## config.mk

```make
export PLATFORM = sky130hd
export DESIGN_NAME = load_store_unit
export DESIGN_NICKNAME = d
export VERILOG_FILES = /design/src/rtl/lsu_pkg.sv /design/src/rtl/lsu_lane_align.sv /design/src/rtl/load_store_unit.sv
export SDC_FILE = /design/constraint.sdc
export NUM_CORES = 1
export LEC_CHECK = 0
export CAP_MARGIN = 20
export CORE_ASPECT_RATIO = 0.5
export CORE_MARGIN = 2
export CORE_UTILIZATION = 30
export DETAILED_ROUTE_END_ITERATION = 7
export SYNTH_ARGS = -nofsm -noshare
export SYNTH_HDL_FRONTEND = slang
export SYNTH_SLANG_ARGS = --single-unit
```

## constraint.sdc

```tcl
create_clock -name clk -period 3.3 [get_ports clk]
set_input_delay 0.33 -clock clk [delete_from_list [all_inputs] [get_ports clk]]
set_output_delay 0.33 -clock clk [all_outputs]
set_load 0.05 [all_outputs]
```

## src/rtl/lsu_pkg.sv

```systemverilog
// Shared definitions for the load/store unit: funct3 codes, FSM state encoding
// and the funct3 legality test used at request accept.
package lsu_pkg;

  localparam logic [2:0] F3_B  = 3'd0;
  localparam logic [2:0] F3_H  = 3'd1;
  localparam logic [2:0] F3_W  = 3'd2;
  localparam logic [2:0] F3_BU = 3'd4;
  localparam logic [2:0] F3_HU = 3'd5;

  typedef enum logic [2:0] {
    ST_IDLE   = 3'd0,
    ST_ERR    = 3'd1,
    ST_LD     = 3'd2,
    ST_STW    = 3'd3,
    ST_RMW_RD = 3'd4,
    ST_RMW_WR = 3'd5,
    ST_RESP   = 3'd6
  } lsu_state_e;

  // Stores only exist as B/H/W; loads additionally allow the unsigned B/H forms.
  function automatic logic funct3_legal(input logic is_store, input logic [2:0] funct3);
    logic ok;
    if (is_store) begin
      ok = (funct3 == F3_B) || (funct3 == F3_H) || (funct3 == F3_W);
    end else begin
      ok = !((funct3 == 3'd3) || (funct3 == 3'd6) || (funct3 == 3'd7));
    end
    return ok;
  endfunction

endpackage

```

## src/rtl/lsu_lane_align.sv

```systemverilog
// Byte-lane steering: load extraction/extension, store lane merge into a
// previously read word, and the alignment check for a funct3/offset pair.
module lsu_lane_align
  import lsu_pkg::*;
(
  input  logic [2:0]  funct3,
  input  logic [1:0]  addr,
  input  logic [31:0] word_in,
  input  logic [31:0] store_data,
  output logic [31:0] extended_load,
  output logic [31:0] merged_word,
  output logic        misaligned
);

  logic [7:0]  byte_s;
  logic [15:0] half_s;

  // Select the addressed byte and halfword out of the memory word.
  always_comb begin
    byte_s = 8'd0;
    case (addr)
      2'd0:    byte_s = word_in[7:0];
      2'd1:    byte_s = word_in[15:8];
      2'd2:    byte_s = word_in[23:16];
      2'd3:    byte_s = word_in[31:24];
      default: byte_s = 8'd0;
    endcase
    if (addr[1]) begin
      half_s = word_in[31:16];
    end else begin
      half_s = word_in[15:0];
    end
  end

  // Sign/zero extension by access type.
  always_comb begin
    extended_load = 32'd0;
    case (funct3)
      F3_B:    extended_load = {{24{byte_s[7]}}, byte_s};
      F3_H:    extended_load = {{16{half_s[15]}}, half_s};
      F3_W:    extended_load = word_in;
      F3_BU:   extended_load = {24'd0, byte_s};
      F3_HU:   extended_load = {16'd0, half_s};
      default: extended_load = 32'd0;
    endcase
  end

  // Replace the target lane(s) of the read word with right-aligned store data.
  always_comb begin
    merged_word = word_in;
    case (funct3)
      F3_B: begin
        case (addr)
          2'd0:    merged_word[7:0]   = store_data[7:0];
          2'd1:    merged_word[15:8]  = store_data[7:0];
          2'd2:    merged_word[23:16] = store_data[7:0];
          2'd3:    merged_word[31:24] = store_data[7:0];
          default: merged_word = word_in;
        endcase
      end
      F3_H: begin
        if (addr[1]) begin
          merged_word[31:16] = store_data[15:0];
        end else begin
          merged_word[15:0] = store_data[15:0];
        end
      end
      F3_W:    merged_word = store_data;
      default: merged_word = word_in;
    endcase
  end

  // Halfword forms end in 01, word in 10; illegal codes are rejected elsewhere.
  always_comb begin
    misaligned = 1'b0;
    case (funct3[1:0])
      2'b01:   misaligned = addr[0];
      2'b10:   misaligned = (addr != 2'd0);
      default: misaligned = 1'b0;
    endcase
  end

endmodule

```

## src/rtl/load_store_unit.sv

```systemverilog
// RV32I load/store front end for a word-only data memory. Sub-word stores run
// as read-modify-write; all outputs are registered and follow the next state.
module load_store_unit
  import lsu_pkg::*;
#(
  parameter int ADDR_W = 32,
  parameter int DATA_W = 32
) (
  input  logic              clk,
  input  logic              rst,
  input  logic              req_valid,
  output logic              req_ready,
  input  logic              req_write,
  input  logic [2:0]        req_funct3,
  input  logic [ADDR_W-1:0] req_addr,
  input  logic [DATA_W-1:0] req_wdata,
  output logic              resp_valid,
  output logic [DATA_W-1:0] resp_rdata,
  output logic              resp_err,
  output logic              mem_read,
  output logic              mem_write,
  output logic [31:0]       mem_addr,
  output logic [31:0]       mem_wdata,
  input  logic [31:0]       mem_rdata
);

  lsu_state_e  state_q, state_d;
  logic [2:0]  f3_q, f3_d;
  logic [1:0]  addr_lo_q, addr_lo_d;
  logic [31:0] wdata_q, wdata_d;
  logic        req_ready_q, req_ready_d;
  logic        resp_valid_q, resp_valid_d;
  logic        resp_err_q, resp_err_d;
  logic [31:0] resp_rdata_q, resp_rdata_d;
  logic        mem_read_q, mem_read_d;
  logic        mem_write_q, mem_write_d;
  logic [31:0] mem_addr_q, mem_addr_d;
  logic [31:0] mem_wdata_q, mem_wdata_d;

  logic        idle_s;
  logic [2:0]  la_f3_s;
  logic [1:0]  la_addr_s;
  logic [31:0] ext_load_s, merged_s;
  logic        misaligned_s;

  // In IDLE the aligner checks the incoming request; otherwise it works on the held one.
  assign idle_s    = (state_q == ST_IDLE);
  assign la_f3_s   = idle_s ? req_funct3 : f3_q;
  assign la_addr_s = idle_s ? req_addr[1:0] : addr_lo_q;

  lsu_lane_align u_lane_align (
    .funct3        (la_f3_s),
    .addr          (la_addr_s),
    .word_in       (mem_rdata),
    .store_data    (wdata_q),
    .extended_load (ext_load_s),
    .merged_word   (merged_s),
    .misaligned    (misaligned_s)
  );

  // Next-state and next-output logic; the RMW merge register is mem_wdata_q itself.
  always_comb begin
    state_d      = state_q;
    f3_d         = f3_q;
    addr_lo_d    = addr_lo_q;
    wdata_d      = wdata_q;
    req_ready_d  = 1'b0;
    resp_valid_d = 1'b0;
    resp_err_d   = resp_err_q;
    resp_rdata_d = resp_rdata_q;
    mem_read_d   = 1'b0;
    mem_write_d  = 1'b0;
    mem_addr_d   = mem_addr_q;
    mem_wdata_d  = mem_wdata_q;
    case (state_q)
      ST_IDLE: begin
        if (req_valid) begin
          f3_d       = req_funct3;
          addr_lo_d  = req_addr[1:0];
          wdata_d    = req_wdata;
          mem_addr_d = {req_addr[31:2], 2'b00};
          if (!funct3_legal(req_write, req_funct3) || misaligned_s) begin
            state_d = ST_ERR;
          end else if (!req_write) begin
            state_d    = ST_LD;
            mem_read_d = 1'b1;
          end else if (req_funct3 == F3_W) begin
            state_d     = ST_STW;
            mem_write_d = 1'b1;
            mem_wdata_d = req_wdata;
          end else begin
            state_d    = ST_RMW_RD;
            mem_read_d = 1'b1;
          end
        end else begin
          req_ready_d = 1'b1;
        end
      end
      ST_ERR: begin
        state_d      = ST_RESP;
        resp_valid_d = 1'b1;
        resp_err_d   = 1'b1;
        resp_rdata_d = 32'd0;
      end
      ST_LD: begin
        state_d      = ST_RESP;
        resp_valid_d = 1'b1;
        resp_err_d   = 1'b0;
        resp_rdata_d = ext_load_s;
      end
      ST_STW, ST_RMW_WR: begin
        state_d      = ST_RESP;
        resp_valid_d = 1'b1;
        resp_err_d   = 1'b0;
        resp_rdata_d = 32'd0;
      end
      ST_RMW_RD: begin
        state_d     = ST_RMW_WR;
        mem_write_d = 1'b1;
        mem_wdata_d = merged_s;
      end
      ST_RESP: begin
        state_d     = ST_IDLE;
        req_ready_d = 1'b1;
      end
      default: begin
        state_d     = ST_IDLE;
        req_ready_d = 1'b1;
      end
    endcase
  end

  // State and registered outputs with synchronous reset.
  always_ff @(posedge clk) begin
    if (rst) begin
      state_q      <= ST_IDLE;
      f3_q         <= 3'd0;
      addr_lo_q    <= 2'd0;
      wdata_q      <= 32'd0;
      req_ready_q  <= 1'b1;
      resp_valid_q <= 1'b0;
      resp_err_q   <= 1'b0;
      resp_rdata_q <= 32'd0;
      mem_read_q   <= 1'b0;
      mem_write_q  <= 1'b0;
      mem_addr_q   <= 32'd0;
      mem_wdata_q  <= 32'd0;
    end else begin
      state_q      <= state_d;
      f3_q         <= f3_d;
      addr_lo_q    <= addr_lo_d;
      wdata_q      <= wdata_d;
      req_ready_q  <= req_ready_d;
      resp_valid_q <= resp_valid_d;
      resp_err_q   <= resp_err_d;
      resp_rdata_q <= resp_rdata_d;
      mem_read_q   <= mem_read_d;
      mem_write_q  <= mem_write_d;
      mem_addr_q   <= mem_addr_d;
      mem_wdata_q  <= mem_wdata_d;
    end
  end

  assign req_ready  = req_ready_q;
  assign resp_valid = resp_valid_q;
  assign resp_err   = resp_err_q;
  assign resp_rdata = resp_rdata_q;
  assign mem_read   = mem_read_q;
  assign mem_write  = mem_write_q;
  assign mem_addr   = mem_addr_q;
  assign mem_wdata  = mem_wdata_q;

endmodule
```

==> metrics.cfg, run 1 <==
[route]
number_of_vias_in_the_routed_layout=7333
routed_wire_length_per_instance_um=19.9
routed_wirelength_um=26600
route.detailed.vias_per_inst=5.49
firstDrtPassIters=5
drt_first_iter_violations=677
detail-route-antenna-nets=0
drc_errors=0

[global_route]
globalRouteMet2Util_pct=33.0
grt_pass1_vias=6969
top_usage_layer=met2
globalRouteOverflowTotal=0
grt_max_degree=60
grt_util_met3_pct=7.08
grt_first_pass_wirelength_um=41000
met1_usage_pct=29.5
grt_antenna_before_repair=0
groute.usage.overall_pct=21.9

[sta]
timing_max_transition_violations_final=0
report.final.hold_viol_count=0
tightestPinTransition_ns=1.03
final_period_minus_worst_setup_slack_ns=2.97
period_share_pct=90.1
timing.setup.tns_ns=0
setup_repair_after_global_routing_missed_its_margin=false
rel_slew_slack_pct=31.3
fmax_mhz=336
post_route_clock_skew_ns=0.0115
report.final.setup_viol=0
worst_slack_ns=0.326

[worst_setup_path]
launch_instance_of_the_worst_register_to_register_path=state_q[1]$_SDFFE_PP0N_
critical_path.endpoint_type=flop
reg2regPathDepth=8
cp-endpoint=mem_wdata[24]$_SDFFE_PP0P_
reg2reg_setup_slack_ns=0.33
worst-path-max-fanout=12
cp.required_ns=3.64
r2r-end=mem_wdata[24]$_SDFFE_PP0P_
critPathLaunch=state_q[1]$_SDFFE_PP0N_
critPathArrivalTime_ns=3.32
critical_path.startpoint_type=flop
timing.setup.critical_path_class=reg2reg

[cts]
cts.htree.levels=4
cts_buffers=17
numClockSinks=139
ctsLongestPathBuffers=2
clock_latency_ns=0.43
cts.repair_timing.setup_buffer_count=0
cts.root.buffer_cell=clkbuf_16
tritoncts=done
clkSlewWorstSetupHoldPaths_ns=0.06

[synthesis]
yosysWarningCount=0
number_of_enable_type_register_cells_in_the_synthesized_netlist=0
ys.flop_type=dfxtp_1
post_synth.cell_area_avg_um2=8.13
register_bit_count_reported_by_yosys=139
synth_cells=846
async_flop_share_pct=0
netlist-cell-type-count=67
synth_sequential_area_ratio_pct=40.5
syn-cell-area_um2=6880

[place]
preCtsSetupSlack_ns=0.126
place_hpwl_um=18800
gpl.final_weighted_congestion=0.903
number_of_i_o_port_buffers=201

[floorplanning]
boundaryPins=204
initial_utilization_pct=30.4
die_outline_area_um2=24200
die_height_um=111
core-area_um2=22600
placementRows=39
die_span_in_x_um=218

[finish]
post_route_cells_drive_above_1_share_pct=9.23
nets=1122
most-common-layout-cells=clkdlybuf4s50_1, nand2_1, dfxtp_1
layout-area-overhead-vs-synth_pct=41.1
final_common_cell=clkdlybuf4s50_1
antenna_cells=0

[power]
ir_worst_vdd_mv=0.391
power_density_nw_per_um2=866
power.static_leakage_nw=3.37
total_power_w=0.00840

[run]
max-cap-violations=0

[status]
status=complete, no violations

[min_path]
hold_path.class=in2reg

==> cells in the mapped netlist, drive strengths merged, types with 3 or more instances <==
cell / number / area, um2
nor3b: 3 / 22.5
ha: 3 / 37.5
nor4: 15 / 93.8
a32oi: 8 / 77.6
nor2: 72 / 270
buf: 27 / 194
inv: 8 / 30.0
nand3: 8 / 57.6
a21oi: 100 / 500
nand3b: 11 / 82.6
a21boi: 4 / 52.6
nand2: 199 / 749
nor3: 23 / 126
o22ai: 10 / 62.6
a211oi: 12 / 100
clkbuf: 46 / 173
a22oi: 6 / 45.0
o211ai: 4 / 40.0
o21ai: 13 / 80.1
a221oi: 65 / 674
a221o: 19 / 190
a222oi: 8 / 80.1
and2: 4 / 25.0
dfxtp: 139 / 2780
nand4: 4 / 31.3
nor2b: 7 / 51.3
==> per-layer routing <==
| metal | vias to the layer above | part of all wire (%) | wire length (um) |
|---|---|---|---|
| met5 | - | 0 | 0 |
| met4 | 0 | 2.3 | 599 |
| met3 | 43 | 9.8 | 2610 |
| met2 | 350 | 45 | 11900 |
| met1 | 3488 | 43 | 11500 |
| li1 | 3452 | - | - |
==> repair_timing <==
action	4_1_cts	5_1_grt
endpoints found under the setup margin	0	7
hold buffers	0	0
resized for setup	0	1
==> kinds of logic after synthesis <==
logic type | count (synthesis) | share of synthesized area [%]
fa+ha+maj | 3 | 0.546
buf+inv | 81 | 5.77
mux | 3 | 0.510
compound gates | 261 | 29.3
simple gates | 358 | 23.4
other cells | 1 | 0.0545
flops | 139 | 40.5
==> where the power goes <==
group          switching [W]  internal, W  leakage (nW)  total [W]
Sequential          0.000299      0.00203          1.14    0.00233
Combinational        0.00278      0.00141          1.95    0.00418
Clock               0.000773      0.00112         0.280    0.00189
Total                0.00385      0.00455          3.37    0.00840
==> worst min path at each step <==
stage | start | to | slack (ns) | depth (start not counted)
2_1_floorplan | f3_q[0]$_SDFFE_PP0P_ | f3_q[0]$_SDFFE_PP0P_ | 0.44 | 2
3_3_place_gp | mem_addr[19]$_SDFFE_PP0P_ | mem_addr[19]$_SDFFE_PP0P_ | 0.44 | 2
3_5_place_dp | mem_addr[19]$_SDFFE_PP0P_ | mem_addr[19]$_SDFFE_PP0P_ | 0.45 | 2
4_1_cts | rst | resp_err$_SDFFE_PP0P_ | 0.41 | 2
5_1_grt | req_addr[28] | mem_addr[28]$_SDFFE_PP0P_ | 0.44 | 3
6_report | rst | resp_valid$_SDFF_PP0_ | 0.42 | 2
==> final cells by class <==
class | count | area (um2)
Clock inverter | 9 | 86.3
Multi-Input combinational cell | 627 | 3710
Clock buffer | 23 | 488
Fill cell | 2238 | 12900
Sequential cell | 139 | 2780
Timing Repair Buffer | 223 | 2210
Tap cell | 307 | 384
Inverter | 8 | 30.0
==> sequential cells by signal, indices dropped and copies added, names as in the netlist <==
name,cells
resp_rdata,32
mem_read,1
f3_q,3
mem_addr,30
resp_err,1
req_ready,1
mem_wdata,32
addr_lo_q,2
state_q,3
mem_write,1
resp_valid,1
wdata_q,32
==> stage by stage <==
step / cell area [um2] / hold slack [ns] / instances / utilization [%]
final: 9700 / 0.422 / 1336 / 42.8
after CTS: 9690 / 0.410 / 1336 / 42.8
after detailed placement: 9110 / 0.448 / 1304 / 40.2
after global placement: 9110 / 0.442 / 1304 / 40.2
after floorplan: 6880 / 0.436 / 847 / -
after global routing: 9700 / 0.441 / 1336 / 42.8
==> critical path: stages, from the launching register on <==
cell	delay (ns)
dfxtp_1	0.42
nor3_4	0.31
mux2i_1	0.37
ha_1	0.34
nor2b_1	0.85
a221o_1	0.28
a221o_1	0.10
a21oi_1	0.04
nor3_1	0.19
No activity file was read; power rests on OpenSTA's default activity.
==> inputs of run 2 (changes only) <==
--- a/config.mk
+++ b/config.mk
@@ -8,8 +8,10 @@
 export CAP_MARGIN = 20
 export CORE_ASPECT_RATIO = 0.5
 export CORE_MARGIN = 2
-export CORE_UTILIZATION = 30
+export CORE_UTILIZATION = 48
 export DETAILED_ROUTE_END_ITERATION = 7
+export PLACE_DENSITY = 0.81
+export SLEW_MARGIN = 5
 export SYNTH_ARGS = -nofsm -noshare
 export SYNTH_HDL_FRONTEND = slang
 export SYNTH_SLANG_ARGS = --single-unit
==> run 2 against run 1 <==
Largest cell class unchanged. Critical path type unchanged. Critical endpoint is now mem_wdata[22]$_SDFFE_PP0P_. Design area is 1.3% lower. Hold slack improved by 0.031 ns. Non-clock buffer count fell by 1. Register-to-register slack got worse by 0.09 ns.
==> metrics.cfg, run 2 (synthesized netlist as in run 1, its figures left out) <==
[status]
status=complete, no violations

[sta]
post_route_clock_skew_ns=0.0135
setup_repair_after_global_routing_missed_its_margin=false
report.final.setup_viol=0
timing_max_transition_violations_final=0
final_period_minus_worst_setup_slack_ns=3.07
hold_ws_ns=0.453
period_share_pct=92.9
timing.setup.tns_ns=0
fmax_mhz=326
report.final.hold_viol_count=0
tightestPinTransition_ns=1.06
rel_slew_slack_pct=29.4

[finish]
finish.cell_count_without_fillers=1220
layout-area-overhead-vs-synth_pct=39.2
nets=1121
most-common-layout-cells=clkdlybuf4s50_1, nand2_1, dfxtp_1
final_common_cell=clkdlybuf4s50_1
final_core_util_pct=69.5
post_route_cells_drive_above_1_share_pct=9.15

[worst_setup_path]
cp.required_ns=3.60
path_depth=9
crit_chain=nor3_4 > mux2i_1 > inv_1 > ha_1 > nor2b_1 > a32oi_2 > a31o_2 > nor2_1 > nor4_1
critical_path.endpoint_type=flop
worst-path-max-fanout=23
critical_path.top_delay_family=simple AND/OR/NAND/NOR gates
reg2regPathDepth=9
critPathArrivalTime_ns=3.37
cp_num_buf_inv=1
critical_path.startpoint_type=flop
slowest_stage=a31o_2
crit_path_max_incr_delay_ns=0.58
timing.setup.critical_path_class=reg2reg

[place]
gpl.final_weighted_congestion=0.925
place_hpwl_um=17300
place.detailed.instances=1188
number_of_i_o_port_buffers=201

[route]
drt_first_iter_violations=989
drc_errors=0
routed_wire_length_per_instance_um=20.3
route.detailed.vias_per_inst=6.22
routed_wirelength_um=24800
firstDrtPassIters=8
detail-route-antenna-nets=0
number_of_vias_in_the_routed_layout=7586

[floorplanning]
die_height_um=88.6
initial_utilization_pct=49.9
die_outline_area_um2=15400
boundaryPins=204
placementRows=30
core-area_um2=13800
die_span_in_x_um=173

[cts]
cts.htree.levels=4
numClockSinks=139
tritoncts=done
cts.root.buffer_cell=clkbuf_16
cts.repair_timing.setup_buffer_count=0
ctsLongestPathBuffers=2
cts_buffers=17
clkSlewWorstSetupHoldPaths_ns=0.06
clock_latency_ns=0.42

[global_route]
grt_antenna_before_repair=0
grt_util_met3_pct=11.6
grt_first_pass_wirelength_um=38500
grt_max_degree=63
globalRouteMet2Util_pct=49.7
met1_usage_pct=42.7
groute.usage.overall_pct=32.2
grt_pass1_vias=7097
globalRouteOverflowTotal=0
top_usage_layer=met2

[power]
clock_power_share_pct=23.2
ir_worst_vdd_mv=0.459
power_density_nw_per_um2=886
comb_power_share_pct=49.5
internal-power_w=0.00463
seq_power_share_pct=27.4
power_switching_w=0.00385
power.static_leakage_nw=3.36
power_switching_share_pct=45.4

[min_path]
holdPathStages=2
hold_path.class=reg2reg

[run]
max-cap-violations=0

## run 2: through the flow
step	total power, W	instance area (um2)	setup WS, ns
after floorplan	0.00519	6880	0.404
after global routing	0.00887	9570	0.0426
final	0.00848	9570	0.233
after global placement	0.00638	8960	0.280
after detailed placement	0.00644	8960	0.130
after CTS	0.00842	9560	0.138
## run 2: final cells by class
| type | count | area, um2 |
|---|---|---|
| antenna | 1 | 2.50 |
| tap | 192 | 240 |
| clock buffer | 18 | 429 |
| clock inverter | 13 | 169 |
| fill | 1119 | 4200 |
| inverter | 8 | 30.0 |
| sequential | 139 | 2780 |
| multi-input combinational | 627 | 3710 |
| timing repair buffer | 222 | 2200 |
## run 2: worst register-to-register path: cells and delay by family, from the launching register on
kind	cells	cell delay, ns
and+or+nand+nor	4	0.93
muxes	1	0.37
DFF	1	0.42
adders and majority gates	1	0.36
AOI/OAI and AO/OA	2	0.79
buffers and inverters	1	0.08
## run 2: per-layer routing
layer  up-vias  wire length [um]
met1      3601             10000
li1       3449                 -
met5         -                 0
met4         0               468
met3        50              3500
met2       486             10800
## run 2: final timing paths
path / endpoint / startpoint / slack [ns]
setup / recovery: mem_wdata[22]$_SDFFE_PP0P_ / state_q[0]$_SDFFE_PP0N_ / 0.23
hold / removal: mem_addr[10]$_SDFFE_PP0P_ / mem_addr[10]$_SDFFE_PP0P_ / 0.45
setup reg to reg: mem_wdata[22]$_SDFFE_PP0P_ / state_q[0]$_SDFFE_PP0N_ / 0.23
hold reg to reg: mem_addr[10]$_SDFFE_PP0P_ / mem_addr[10]$_SDFFE_PP0P_ / 0.45
## run 2: power by group through the flow
stage	Sequential [W]	Combinational (W)	Clock, W
after floorplan	0.00314	0.00205	0
after global placement	0.00233	0.00405	0
after detailed placement	0.00234	0.00411	0
after CTS	0.00231	0.00413	0.00198
after global routing	0.00235	0.00446	0.00205
final	0.00232	0.00419	0.00196
## run 2: what timing repair did
action	in CTS	in global routing
hold buffers	0	0
resized for setup	0	1
endpoints found under the setup margin	0	8
==> inputs of run 3 (changes only) <==
--- a/config.mk
+++ b/config.mk
@@ -11,7 +11,7 @@
 export CORE_UTILIZATION = 48
 export DETAILED_ROUTE_END_ITERATION = 7
 export PLACE_DENSITY = 0.81
-export SLEW_MARGIN = 5
+export SLEW_MARGIN = 20
 export SYNTH_ARGS = -nofsm -noshare
 export SYNTH_HDL_FRONTEND = slang
 export SYNTH_SLANG_ARGS = --single-unit
==> results of run 3 <==
Same layout as run 2: the final DEF is identical, and so are final timing and power.
